<file path="src/rtl/bus_dma_if.sv">
// Initiator-side bus bundle for bus_dma: the DMA drives request/address/data,
// the arbiter and responder return grant, ready and read data.
interface bus_dma_if #(
  parameter int ADDR_W = 16
) ();
  logic              bus_req;
  logic              bus_grant;
  logic [ADDR_W-1:0] bus_addr;
  logic              bus_we;
  logic [7:0]        bus_dout;
  logic [7:0]        bus_din;
  logic              bus_rdy;

  modport master (
    output bus_req, bus_addr, bus_we, bus_dout,
    input  bus_grant, bus_din, bus_rdy
  );

  modport slave (
    input  bus_req, bus_addr, bus_we, bus_dout,
    output bus_grant, bus_din, bus_rdy
  );
endinterface

</file>
<file path="src/rtl/bus_dma.sv">
// Single-channel byte DMA: memory-to-memory copy or constant fill, paced by a
// divided bus clock (bus_phase) and gated by a bus grant and responder ready.
module bus_dma #(
  parameter int ADDR_W = 16,
  parameter int LEN_W  = 16
) (
  input  logic       clk,
  input  logic       reset,
  input  logic       bus_phase,
  input  logic       cfg_write,
  input  logic [2:0] cfg_addr,
  input  logic [7:0] cfg_data,
  output logic [7:0] cfg_rdata,
  output logic       busy,
  output logic       done,
  bus_dma_if.master  bus
);

  typedef enum logic [2:0] {
    IDLE   = 3'd0,
    REQ    = 3'd1,
    READ   = 3'd2,
    WRITE  = 3'd3,
    FINISH = 3'd4
  } state_t;

  state_t            state_q;
  logic              phase_q;
  logic [ADDR_W-1:0] src_q;
  logic [ADDR_W-1:0] dst_q;
  logic [LEN_W-1:0]  len_q;
  logic [7:0]        fill_q;
  logic              fill_mode_q;
  logic              busy_q;
  logic              done_q;
  logic              aborted_q;
  logic              bus_req_q;
  logic [ADDR_W-1:0] bus_addr_q;
  logic              bus_we_q;
  logic [7:0]        bus_dout_q;

  logic [ADDR_W-1:0] src_d;
  logic [ADDR_W-1:0] dst_d;
  logic [LEN_W-1:0]  len_d;
  logic              phase_rise_s;
  logic              ctl_wr_s;
  logic              start_s;
  logic              abort_s;
  logic              clear_s;
  logic              reg_wr_s;
  logic [15:0]       src_w_s;
  logic [15:0]       dst_w_s;
  logic [15:0]       len_w_s;

  // Replace the low or high byte of a 16-bit register image.
  function automatic logic [15:0] put_byte(input logic [15:0] old, input logic hi,
                                           input logic [7:0] b);
    return hi ? {b, old[7:0]} : {old[15:8], b};
  endfunction

  assign busy         = busy_q;
  assign done         = done_q;
  assign bus.bus_req  = bus_req_q;
  assign bus.bus_addr = bus_addr_q;
  assign bus.bus_we   = bus_we_q;
  assign bus.bus_dout = bus_dout_q;

  // Control decode, bus-cycle boundary detect and post-write counter values.
  always_comb begin
    phase_rise_s = bus_phase & ~phase_q;
    ctl_wr_s     = cfg_write & (cfg_addr == 3'd7);
    abort_s      = ctl_wr_s & cfg_data[2];
    start_s      = ctl_wr_s & cfg_data[0] & ~cfg_data[2];
    clear_s      = ctl_wr_s & cfg_data[3];
    reg_wr_s     = cfg_write & (cfg_addr != 3'd7) & ~busy_q;
    src_d        = fill_mode_q ? src_q : (src_q + ADDR_W'(1'b1));
    dst_d        = dst_q + ADDR_W'(1'b1);
    len_d        = len_q - LEN_W'(1'b1);
  end

  // Register readback: working counters, fill byte and status.
  always_comb begin
    src_w_s = 16'(src_q);
    dst_w_s = 16'(dst_q);
    len_w_s = 16'(len_q);
    case (cfg_addr)
      3'd0:    cfg_rdata = src_w_s[7:0];
      3'd1:    cfg_rdata = src_w_s[15:8];
      3'd2:    cfg_rdata = dst_w_s[7:0];
      3'd3:    cfg_rdata = dst_w_s[15:8];
      3'd4:    cfg_rdata = len_w_s[7:0];
      3'd5:    cfg_rdata = len_w_s[15:8];
      3'd6:    cfg_rdata = fill_q;
      3'd7:    cfg_rdata = {5'b00000, aborted_q, done_q, busy_q};
      default: cfg_rdata = 8'h00;
    endcase
  end

  // Configuration registers, transfer FSM and registered bus outputs.
  always_ff @(posedge clk or negedge reset) begin
    if (!reset) begin
      state_q     <= IDLE;
      phase_q     <= 1'b0;
      src_q       <= {ADDR_W{1'b0}};
      dst_q       <= {ADDR_W{1'b0}};
      len_q       <= {LEN_W{1'b0}};
      fill_q      <= 8'h00;
      fill_mode_q <= 1'b0;
      busy_q      <= 1'b0;
      done_q      <= 1'b0;
      aborted_q   <= 1'b0;
      bus_req_q   <= 1'b0;
      bus_addr_q  <= {ADDR_W{1'b0}};
      bus_we_q    <= 1'b0;
      bus_dout_q  <= 8'h00;
    end else begin
      phase_q <= bus_phase;
      if (reg_wr_s) begin
        case (cfg_addr)
          3'd0:    src_q  <= ADDR_W'(put_byte(src_w_s, 1'b0, cfg_data));
          3'd1:    src_q  <= ADDR_W'(put_byte(src_w_s, 1'b1, cfg_data));
          3'd2:    dst_q  <= ADDR_W'(put_byte(dst_w_s, 1'b0, cfg_data));
          3'd3:    dst_q  <= ADDR_W'(put_byte(dst_w_s, 1'b1, cfg_data));
          3'd4:    len_q  <= LEN_W'(put_byte(len_w_s, 1'b0, cfg_data));
          3'd5:    len_q  <= LEN_W'(put_byte(len_w_s, 1'b1, cfg_data));
          3'd6:    fill_q <= cfg_data;
          default: fill_q <= fill_q;
        endcase
      end
      if (clear_s) begin
        done_q    <= 1'b0;
        aborted_q <= 1'b0;
      end
      if (abort_s && busy_q) begin
        state_q   <= IDLE;
        bus_req_q <= 1'b0;
        bus_we_q  <= 1'b0;
        aborted_q <= 1'b1;
        done_q    <= 1'b0;
        busy_q    <= 1'b0;
      end else begin
        case (state_q)
          IDLE: begin
            if (start_s) begin
              done_q      <= 1'b0;
              aborted_q   <= 1'b0;
              busy_q      <= 1'b1;
              fill_mode_q <= cfg_data[1];
              if (len_q == {LEN_W{1'b0}}) begin
                state_q <= FINISH;
              end else begin
                state_q   <= REQ;
                bus_req_q <= 1'b1;
              end
            end
          end
          REQ: begin
            if (phase_rise_s && bus.bus_grant) begin
              if (fill_mode_q) begin
                state_q    <= WRITE;
                bus_addr_q <= dst_q;
                bus_we_q   <= 1'b1;
                bus_dout_q <= fill_q;
              end else begin
                state_q    <= READ;
                bus_addr_q <= src_q;
                bus_we_q   <= 1'b0;
              end
            end
          end
          READ: begin
            // bus_dout_q doubles as the captured-byte register for the write.
            if (phase_rise_s && bus.bus_rdy) begin
              state_q    <= WRITE;
              bus_addr_q <= dst_q;
              bus_we_q   <= 1'b1;
              bus_dout_q <= bus.bus_din;
            end
          end
          WRITE: begin
            if (phase_rise_s && bus.bus_rdy) begin
              src_q <= src_d;
              dst_q <= dst_d;
              len_q <= len_d;
              if (len_d == {LEN_W{1'b0}}) begin
                state_q   <= FINISH;
                bus_req_q <= 1'b0;
                bus_we_q  <= 1'b0;
              end else if (!bus.bus_grant) begin
                state_q  <= REQ;
                bus_we_q <= 1'b0;
              end else if (fill_mode_q) begin
                state_q    <= WRITE;
                bus_addr_q <= dst_d;
                bus_we_q   <= 1'b1;
                bus_dout_q <= fill_q;
              end else begin
                state_q    <= READ;
                bus_addr_q <= src_d;
                bus_we_q   <= 1'b0;
              end
            end
          end
          FINISH: begin
            bus_req_q <= 1'b0;
            bus_we_q  <= 1'b0;
            done_q    <= 1'b1;
            busy_q    <= 1'b0;
            state_q   <= IDLE;
          end
          default: begin
            state_q   <= IDLE;
            bus_req_q <= 1'b0;
            bus_we_q  <= 1'b0;
            busy_q    <= 1'b0;
          end
        endcase
      end
    end
  end

endmodule

</file>
<file path="src/flat_wrapper.sv">
// flat-port wrapper written by rule: the top's interface ports become plain ports
module bus_dma_flat 
#(
  parameter int ADDR_W = 16,
  parameter int LEN_W  = 16
)
  (clk, reset, bus_phase, cfg_write, cfg_addr, cfg_data, cfg_rdata, busy, done, bus_bus_req, bus_bus_addr, bus_bus_we, bus_bus_dout, bus_bus_grant, bus_bus_din, bus_bus_rdy);
  bus_dma_if #(.ADDR_W(ADDR_W)) bus_i ();
  input  logic clk;
  input  logic reset;
  input  logic bus_phase;
  input  logic cfg_write;
  input  logic [2:0] cfg_addr;
  input  logic [7:0] cfg_data;
  output logic [7:0] cfg_rdata;
  output logic busy;
  output logic done;
  output wire logic [$bits(bus_i.bus_req)-1:0] bus_bus_req;
  output wire logic [$bits(bus_i.bus_addr)-1:0] bus_bus_addr;
  output wire logic [$bits(bus_i.bus_we)-1:0] bus_bus_we;
  output wire logic [$bits(bus_i.bus_dout)-1:0] bus_bus_dout;
  input wire logic [$bits(bus_i.bus_grant)-1:0] bus_bus_grant;
  input wire logic [$bits(bus_i.bus_din)-1:0] bus_bus_din;
  input wire logic [$bits(bus_i.bus_rdy)-1:0] bus_bus_rdy;
  assign bus_bus_req = bus_i.bus_req;
  assign bus_bus_addr = bus_i.bus_addr;
  assign bus_bus_we = bus_i.bus_we;
  assign bus_bus_dout = bus_i.bus_dout;
  assign bus_i.bus_grant = bus_bus_grant;
  assign bus_i.bus_din = bus_bus_din;
  assign bus_i.bus_rdy = bus_bus_rdy;
  bus_dma #(.ADDR_W(ADDR_W), .LEN_W(LEN_W)) u_core (.clk(clk), .reset(reset), .bus_phase(bus_phase), .cfg_write(cfg_write), .cfg_addr(cfg_addr), .cfg_data(cfg_data), .cfg_rdata(cfg_rdata), .busy(busy), .done(done), .bus(bus_i));
endmodule
</file>
<file path="config.mk">
export PLATFORM = sky130hd
export DESIGN_NAME = bus_dma_flat
export DESIGN_NICKNAME = d
export VERILOG_FILES = /design/src/rtl/bus_dma_if.sv /design/src/rtl/bus_dma.sv /design/src/flat_wrapper.sv
export SDC_FILE = /design/constraint.sdc
export NUM_CORES = 1
export LEC_CHECK = 0
export ABC_AREA = 1
export BUFFER_PORTS_ARGS = -buffer_cell sky130_fd_sc_hd__buf_2
export CAP_MARGIN = 25
export CELL_PAD_IN_SITES_DETAIL_PLACEMENT = 1
export CELL_PAD_IN_SITES_GLOBAL_PLACEMENT = 2
export CORE_UTILIZATION = 25
export CTS_CLUSTER_SIZE = 8
export DETAILED_ROUTE_END_ITERATION = 10
export HOLD_SLACK_MARGIN = 0.08
export PLACE_DENSITY_LB_ADDON = 0.1
export SLEW_MARGIN = 20
export SYNTH_ARGS = -nofsm -noshare
export SYNTH_HDL_FRONTEND = slang
export SYNTH_SLANG_ARGS = --single-unit
</file>
<file path="constraint.sdc">
create_clock -name clk -period 4.3 [get_ports clk]
set_input_delay 0.215 -clock clk [delete_from_list [all_inputs] [get_ports clk]]
set_output_delay 0.215 -clock clk [all_outputs]
set_load 0.01 [all_outputs]
</file>
==> key figures, run 1 <==
Timing
  – RSZ-0062 raised after global routing: false
  – Final hold vios: 0
  – Least-Margin Pin Slew: 981 ps
  – Pins Over Slew Limit: 0
  – Final setup viols: 0
  – Worst slew margin: 34.1%
  – Minimum clock period: 2860 ps
  – Setup ws final: ~1400 ps
  – Fmax: around 350 MHz
  – Final Cycle Share: 66.6%
  – TNS Setup: 0 ps
  – Minimum hold slack: around 190 ps
  – Clock skew: roughly 6.5 ps

Synthesis
  – Mapped cell area: 6240 sq um
  – Asr flop ratio synth: 100%
  – Seq/Total Area, Yosys: 36.1%
  – #FFs+latches synth: 90
  – Post-synth EDFFs: 0
  – Gate Count Post-Synth: 909
  – Synth cell types: 40
  – Synth warn: 0
  – Synth Net Count: 938
  – Post-Syn Area per Cell: 6.87 sq um
  – Main synth FF type: dfrtp_1

Layout
  – FILL cells: 3098
  – Fin nets: slightly below 1000
  – Most frequent cells in the layout: 267 x nand2_1, 92 x inv_1, 90 x dfrtp_1, 84 x nor2_1, 71 x o21ai_0
  – Utilization after layout: slightly below 30%
  – P&R area growth vs syn: 14.2%
  – Layout cells sized above 1: 11.2%
  – # diodes: 0
  – Commonest non-fill, non-tap cell in the layout: nand2_1

Detailed routing
  – Via density: 4.95
  – # DRC: 0
  – Final wirelength: 26500 um
  – Iter 0 DRT Violations: 398
  – Vias post-DR: 6332
  – Drt pass-1 iters: 4
  – WL/cell: 20.7 um
  – Antenna Violating Nets Remaining: 0

Clocking
  – Maximum clock path buffer count: 2
  – Post-CTS setup buffers: 0
  – CTS buffer count: 9
  – TritonCTS clock tree: done
  – Post-CTS Resized: 0
  – Clock slew at reported path FFs: 70 ps
  – Sink Count: 90
  – Clk root buf: clkbuf_16
  – H-tree levels: 3
  – CTS Hold Bufs: 2
  – Clock latency on the worst-skew pair: 360 ps

Run status
  – Status: completed

Placed design
  – Post-Place Worst Slack: around 1400 ps
  – Final HPWL DP: 20200 um
  – Port Buffers: 60
  – Routability congestion estimate from global placement: just over 0.8

Global route
  – Largest net degree at the start of global routing: 59
  – Initial antenna violation count: 0
  – All-layer global routing usage: 21.3%
  – Vias in the first global route: between 6000 and 7000
  – First-pass GRT wire length: approximately 41000 um
  – Grt ovf: 0

Setup path
  – Critical Path End Type: register
  – Critical path required time: 4550 ps
  – WP data arrival: 3110 ps
  – Critical path fanouts, max: 23
  – Startpoint Class: register
  – Crit Path Class: reg -> reg

Pwr
  – Final Power: 5390 uW
  – Maximum VDD drop: 0.264 mV
  – Power Dens Cells: 756 nW/um^2
  – Pleak: 0.00330 uW

Floorplan
  – Die area: 25600 sq um
  – Die height: 160 um
  – Initial Utilization: 25.6%
  – Die X: 160 um
  – Io pins: 61
  – Core area: about 24000 sq um
  – Rows: 57

Worst hold path
  – Worst hold path class: in -> reg

Run
  – Max Cap Violations: 0
[layer usage]
layer	GRT usage [%]	routed length [um]	up-vias
li1	-	-	3109
met1	30.3	13300	3101
met2	33.8	12100	99
met3	2.42	750	23
met4	5.84	416	0
met5	0	0	-
[Yosys cell counts (3+ instances only)]
cell	n	share of area, %
a31oi_1	6	0.60
o21ai_0	71	5.7
nor2_2	3	0.30
nand2_1	267	16
dfrtp_1	90	36
a22oi_1	3	0.36
o21ai_2	5	0.70
inv_1	92	5.5
buf_1	3	0.18
o211ai_1	33	4.0
clkbuf_1	19	1.1
o22ai_1	20	2.0
ha_1	4	0.80
buf_4	4	0.48
a211oi_1	16	1.9
o21ai_1	3	0.24
nor3_1	19	1.5
nor2_1	84	5.1
xor2_1	22	3.1
buf_2	11	0.88
a21oi_1	36	2.9
nand3_1	49	3.9
o221ai_1	3	0.42
nand4_1	13	1.3
a221oi_1	5	0.70
inv_2	6	0.36
[sequential cells by signal, summed over array words and instances (netlist names), 3 cells and up]
name                 cells
u_core.bus.bus_addr     16
u_core.dst_q            16
u_core.len_q            16
u_core.src_q            16
u_core.bus.bus_dout      8
u_core.fill_q            8
u_core.state_q           3
[report_power, final]
group | total, uW | switching, uW | internal, uW
logic | 2840 | 1920 | 913
clock network | 839 | 388 | 451
registers | 1710 | 469 | 1240
[metrics by stage]
stage,cells,cell area (sq um)
6_report,1278,7130
5_1_grt,1278,7130
4_1_cts,1278,7130
3_5_place_dp,1261,6810
3_3_place_gp,1261,6810
2_1_floorplan,909,6240
[critical path, stage by stage, from the launching register on]
cell	delay [ps]
dfrtp_1	400
clkinv_1	150
ha_1	210
nand3_1	180
nor2_1	250
nor2_1	90
nor2_1	90
nand4_1	160
nor2_1	200
nand3_2	320
nand2_4	370
inv_2	160
nand2_1	100
nand2_1	50
[logic make-up (layout without fill, tap and decap cells)]
group | count (synthesis) | count (layout) | synth area share, %
and+or+nand+nor | 446 | 446 | 30.6
AOI/OAI and AO/OA | 207 | 207 | 20.2
buffers and inverters | 139 | 184 | 9.06
DFF | 90 | 90 | 36.1
xor gates and xnor gates | 23 | 23 | 3.23
adders and majority gates | 4 | 4 | 0.802
[worst paths after layout]
check                      cells after the start                 endpoint                    from  slack, ps
max in group asynchronous                      3   u_core.bus.bus_dout[4]                   reset       3100
hold / removal                                 3         u_core.fill_q[7]             cfg_data[7]        190
hold reg to reg                                2   u_core.bus.bus_dout[2]  u_core.bus.bus_dout[2]        470
setup / recovery                              13  u_core.bus.bus_addr[15]         u_core.len_q[0]       1440
setup reg to reg                              13  u_core.bus.bus_addr[15]         u_core.len_q[0]       1440
min in group asynchronous                      2         u_core.dst_q[14]                   reset        300
[cell type report]
| class | instances | area [sq um] | area share [%] |
|---|---|---|---|
| Clock buffer | 9 | 225 | 3.16 |
| Multi-Input combinational cell | 680 | 3420 | 48.0 |
| Clock inverter | 6 | 68.8 | 0.966 |
| Sequential cell | 90 | 2250 | 31.6 |
| Tap cell | 324 | 405 | 5.69 |
| Timing Repair Buffer | 69 | 375 | 5.27 |
| Inverter | 100 | 375 | 5.27 |
No activity file was read; power rests on OpenSTA's default activity.
==> run 2, diff against run 1 <==
==> constraint.sdc (replaced) <==
create_clock -name clk -period 2.4 [get_ports clk]
set_input_delay 0.12 -clock clk [delete_from_list [all_inputs] [get_ports clk]]
set_output_delay 0.12 -clock clk [all_outputs]
set_load 0.01 [all_outputs]
==> key figures, run 2 (synthesized netlist as in run 1, its figures left out) <==
Floorplan
  – Io pins: 61 (unchanged)
  – Die area: 25600 sq um (unchanged)
  – Rows: 57 (unchanged)
  – Initial Utilization: 25.6% (unchanged)
  – Die height: 160 um (unchanged)
  – Core area: 24400 sq um (unchanged)
  – Die X: 160 um (unchanged)

Clocking
  – Sink Count: 90 (unchanged)
  – Maximum clock path buffer count: 2 (unchanged)
  – H-tree levels: 3 (unchanged)
  – CTS buffer count: 9 (unchanged)
  – Clock slew at reported path FFs: 80 ps (was 70 ps)
  – TritonCTS clock tree: done (unchanged)
  – Clk root buf: clkbuf_16 (unchanged)
  – Clock latency on the worst-skew pair: 360 ps (about the same)

Timing
  – Minimum hold slack: 94.1 ps (was 192 ps)
  – Fmax: 460 MHz (was 349 MHz)
  – Minimum clock period: 2170 ps (was 2860 ps)
  – Clock skew: 9.17 ps (was 6.52 ps)
  – Final hold vios: 0 (unchanged)
  – Pins Over Slew Limit: 0 (unchanged)
  – RSZ-0062 raised after global routing: false (unchanged)
  – Least-Margin Pin Slew: 492 ps (was 981 ps)
  – TNS Setup: 0 ps (unchanged)
  – Worst slew margin: 67.2% (was 34.1%)
  – Final setup viols: 0 (unchanged)
  – Final Cycle Share: 90.5% (was 66.6%)

Layout
  – Layout cells sized above 1: 16.4% (was 11.2%)
  – Finished Layout Cells: 1329 (was 1278)
  – Utilization after layout: 31.0% (was 29.2%)
  – P&R area growth vs syn: 21.2% (was 14.2%)
  – FILL cells: 3112 (was 3098)
  – Most frequent cells in the layout: 265 x nand2_1, 92 x inv_1, 89 x dfrtp_1, 81 x nor2_1, 69 x o21ai_0 (was 267 x nand2_1, 92 x inv_1, 90 x dfrtp_1, 84 x nor2_1, 71 x o21ai_0)
  – Fin nets: 1029 (was 979)
  – Finished Cell Area: 7570 sq um (was 7130 sq um)
  – Commonest non-fill, non-tap cell in the layout: nand2_1 (unchanged)
  – # diodes: 0 (unchanged)

Placed design
  – Final HPWL DP: 21300 um (was 20200 um)
  – Port Buffers: 60 (unchanged)
  – Placed cells: 1309 (was 1261)
  – Routability congestion estimate from global placement: 0.845 (was 0.806)
  – Area after DPL: 7200 sq um (was 6810 sq um)

Global route
  – Largest net degree at the start of global routing: 42 (was 59)
  – Vias in the first global route: 6759 (was 6420)
  – First-pass GRT wire length: 42400 um (was 40700 um)
  – Grt ovf: 0 (unchanged)
  – Initial antenna violation count: 0 (unchanged)
  – All-layer global routing usage: 22.0% (was 21.3%)

Setup path
  – Crit Reg-Reg Endpoint: u_core.bus.bus_addr[4] (was u_core.bus.bus_addr[15])
  – Critical path fanouts, max: 11 (was 23)
  – Crit Path Class: reg -> reg (unchanged)
  – Worst reg2reg setup slack: 230 ps (was 1440 ps)
  – Worst reg2reg path startpoint: u_core.len_q[1] (was u_core.len_q[0])
  – WP data arrival: 2430 ps (was 3110 ps)
  – Startpoint Class: register (unchanged)
  – CP max-delay cell: dfrtp_1 (unchanged)
  – Critical Path End Type: register (unchanged)
  – Critical path required time: 2660 ps (was 4550 ps)
  – R2r worst-path depth: 16 (was 13)
  – Worst-path cell chain: buf_4 -> nor2_2 -> nand2_2 -> nor2_4 -> nand2_1 -> nand2_1 -> nand2_1 -> nor2_1 -> nand2_1 -> nor2_1 -> buf_4 -> nand3_4 -> nand2_4 -> inv_2 -> nand2_1 -> nand2_1 (was clkinv_1 -> ha_1 -> nand3_1 -> nor2_1 -> nor2_1 -> nor2_1 -> nand4_1 -> nor2_1 -> nand3_2 -> nand2_4 -> inv_2 -> nand2_1 -> nand2_1)
  – Top cell by count, worst path: nand2_1 (was nor2_1)
  – CP max stage delay: 380 ps (was 400 ps)

Detailed routing
  – Via density: 4.98 (was 4.95)
  – Iter 0 DRT Violations: 421 (was 398)
  – Vias post-DR: 6614 (was 6332)
  – WL/cell: 20.6 um (was 20.7 um)
  – Drt pass-1 iters: 5 (was 4)
  – # DRC: 0 (unchanged)
  – Antenna Violating Nets Remaining: 0 (unchanged)
  – Final wirelength: 27300 um (was 26500 um)

Run status
  – Status: completed (unchanged)

Pwr
  – Power Dens Cells: 1350 nW/um^2 (was 756 nW/um^2)
  – Pleak: 0.00354 uW (was 0.00330 uW)
  – Maximum VDD drop: 0.357 mV (was 0.264 mV)

Run
  – Max Cap Violations: 0 (unchanged)

Worst hold path
  – Cell depth of the worst hold path: 3 (unchanged)
  – Hold EP: u_core.fill_q[7] (unchanged)
  – Worst hold path class: in -> reg (unchanged)
  – Hold_sp: cfg_data[7] (unchanged)
-- run 2: cell count changes in the layout (fill, tap and decap cells not counted), sizes merged --
| cell | before | now |
|---|---|---|
| buf | 67 | 117 |
| clkinv | 6 | 4 |
| inv | 98 | 100 |
| bufinv | 1 | 0 |
| clkbuf | 9 | 10 |
| clkinvlp | 1 | 2 |
-- run 2: report_power, final --
part	switching, uW	internal, uW
Sequential	765	2230
Clock	732	717
Combinational	3720	2040
Total	5220	4990
-- run 2: timing repair --
item                                   in CTS  in global routing
gates resized for setup                     0                 16
setup endpoints to repair                   0                 28
buffers inserted                            0                  2
hold buffers                                2                  0
endpoints found under the hold margin      29                  0
-- run 2: worst max-delay path by stage --
| stage | cells after the start | end | startpoint | slack [ps] |
|---|---|---|---|---|
| 2_1_floorplan | 16 | u_core.bus.bus_addr[6] | u_core.len_q[0] | 420 |
| 4_1_cts | 16 | u_core.bus.bus_dout[7] | u_core.len_q[1] | 70 |
| 6_report | 16 | u_core.bus.bus_addr[4] | u_core.len_q[1] | 230 |
| 3_3_place_gp | 12 | u_core.bus.bus_dout[2] | u_core.len_q[4] | 100 |
| 5_1_grt | 14 | u_core.bus.bus_addr[10] | u_core.dst_q[0] | 30 |
| 3_5_place_dp | 16 | u_core.bus.bus_dout[2] | u_core.len_q[1] | 90 |
-- run 2: per-stage QoR --
step / total power, uW / setup WS (ps)
2_1_floorplan: 6360 / 420
3_3_place_gp: 8710 / 99.2
3_5_place_dp: 8710 / 88.1
4_1_cts: 10200 / 68.9
5_1_grt: 11100 / 30.9
6_report: 10200 / 228
-- run 2: worst max-delay path, delay by kind of cell (launching register included) --
kind	cells	cell delay, ps
buf+inv	3	380
flops	1	380
simple gates	13	1310
-- run 2: per-layer routing --
layer  global-route usage [%]  share of wire (%)  up-vias
met5                        0                  0        -
met4                     6.28                1.8        0
met3                     1.84                2.9       24
met2                     34.5                 45      118
met1                     32.1                 50     3264
li1                         -                  -     3208
-- run 2: final cells by class --
cell class	instances	area [sq um]	area share, %
flip-flops and latches	90	2250	29.8
well taps	324	405	5.36
clock inverters	6	50.0	0.661
clock buffers	10	229	3.03
inverters	100	375	4.96
multi-input cells	680	3470	45.9
repair buffers	119	779	10.3
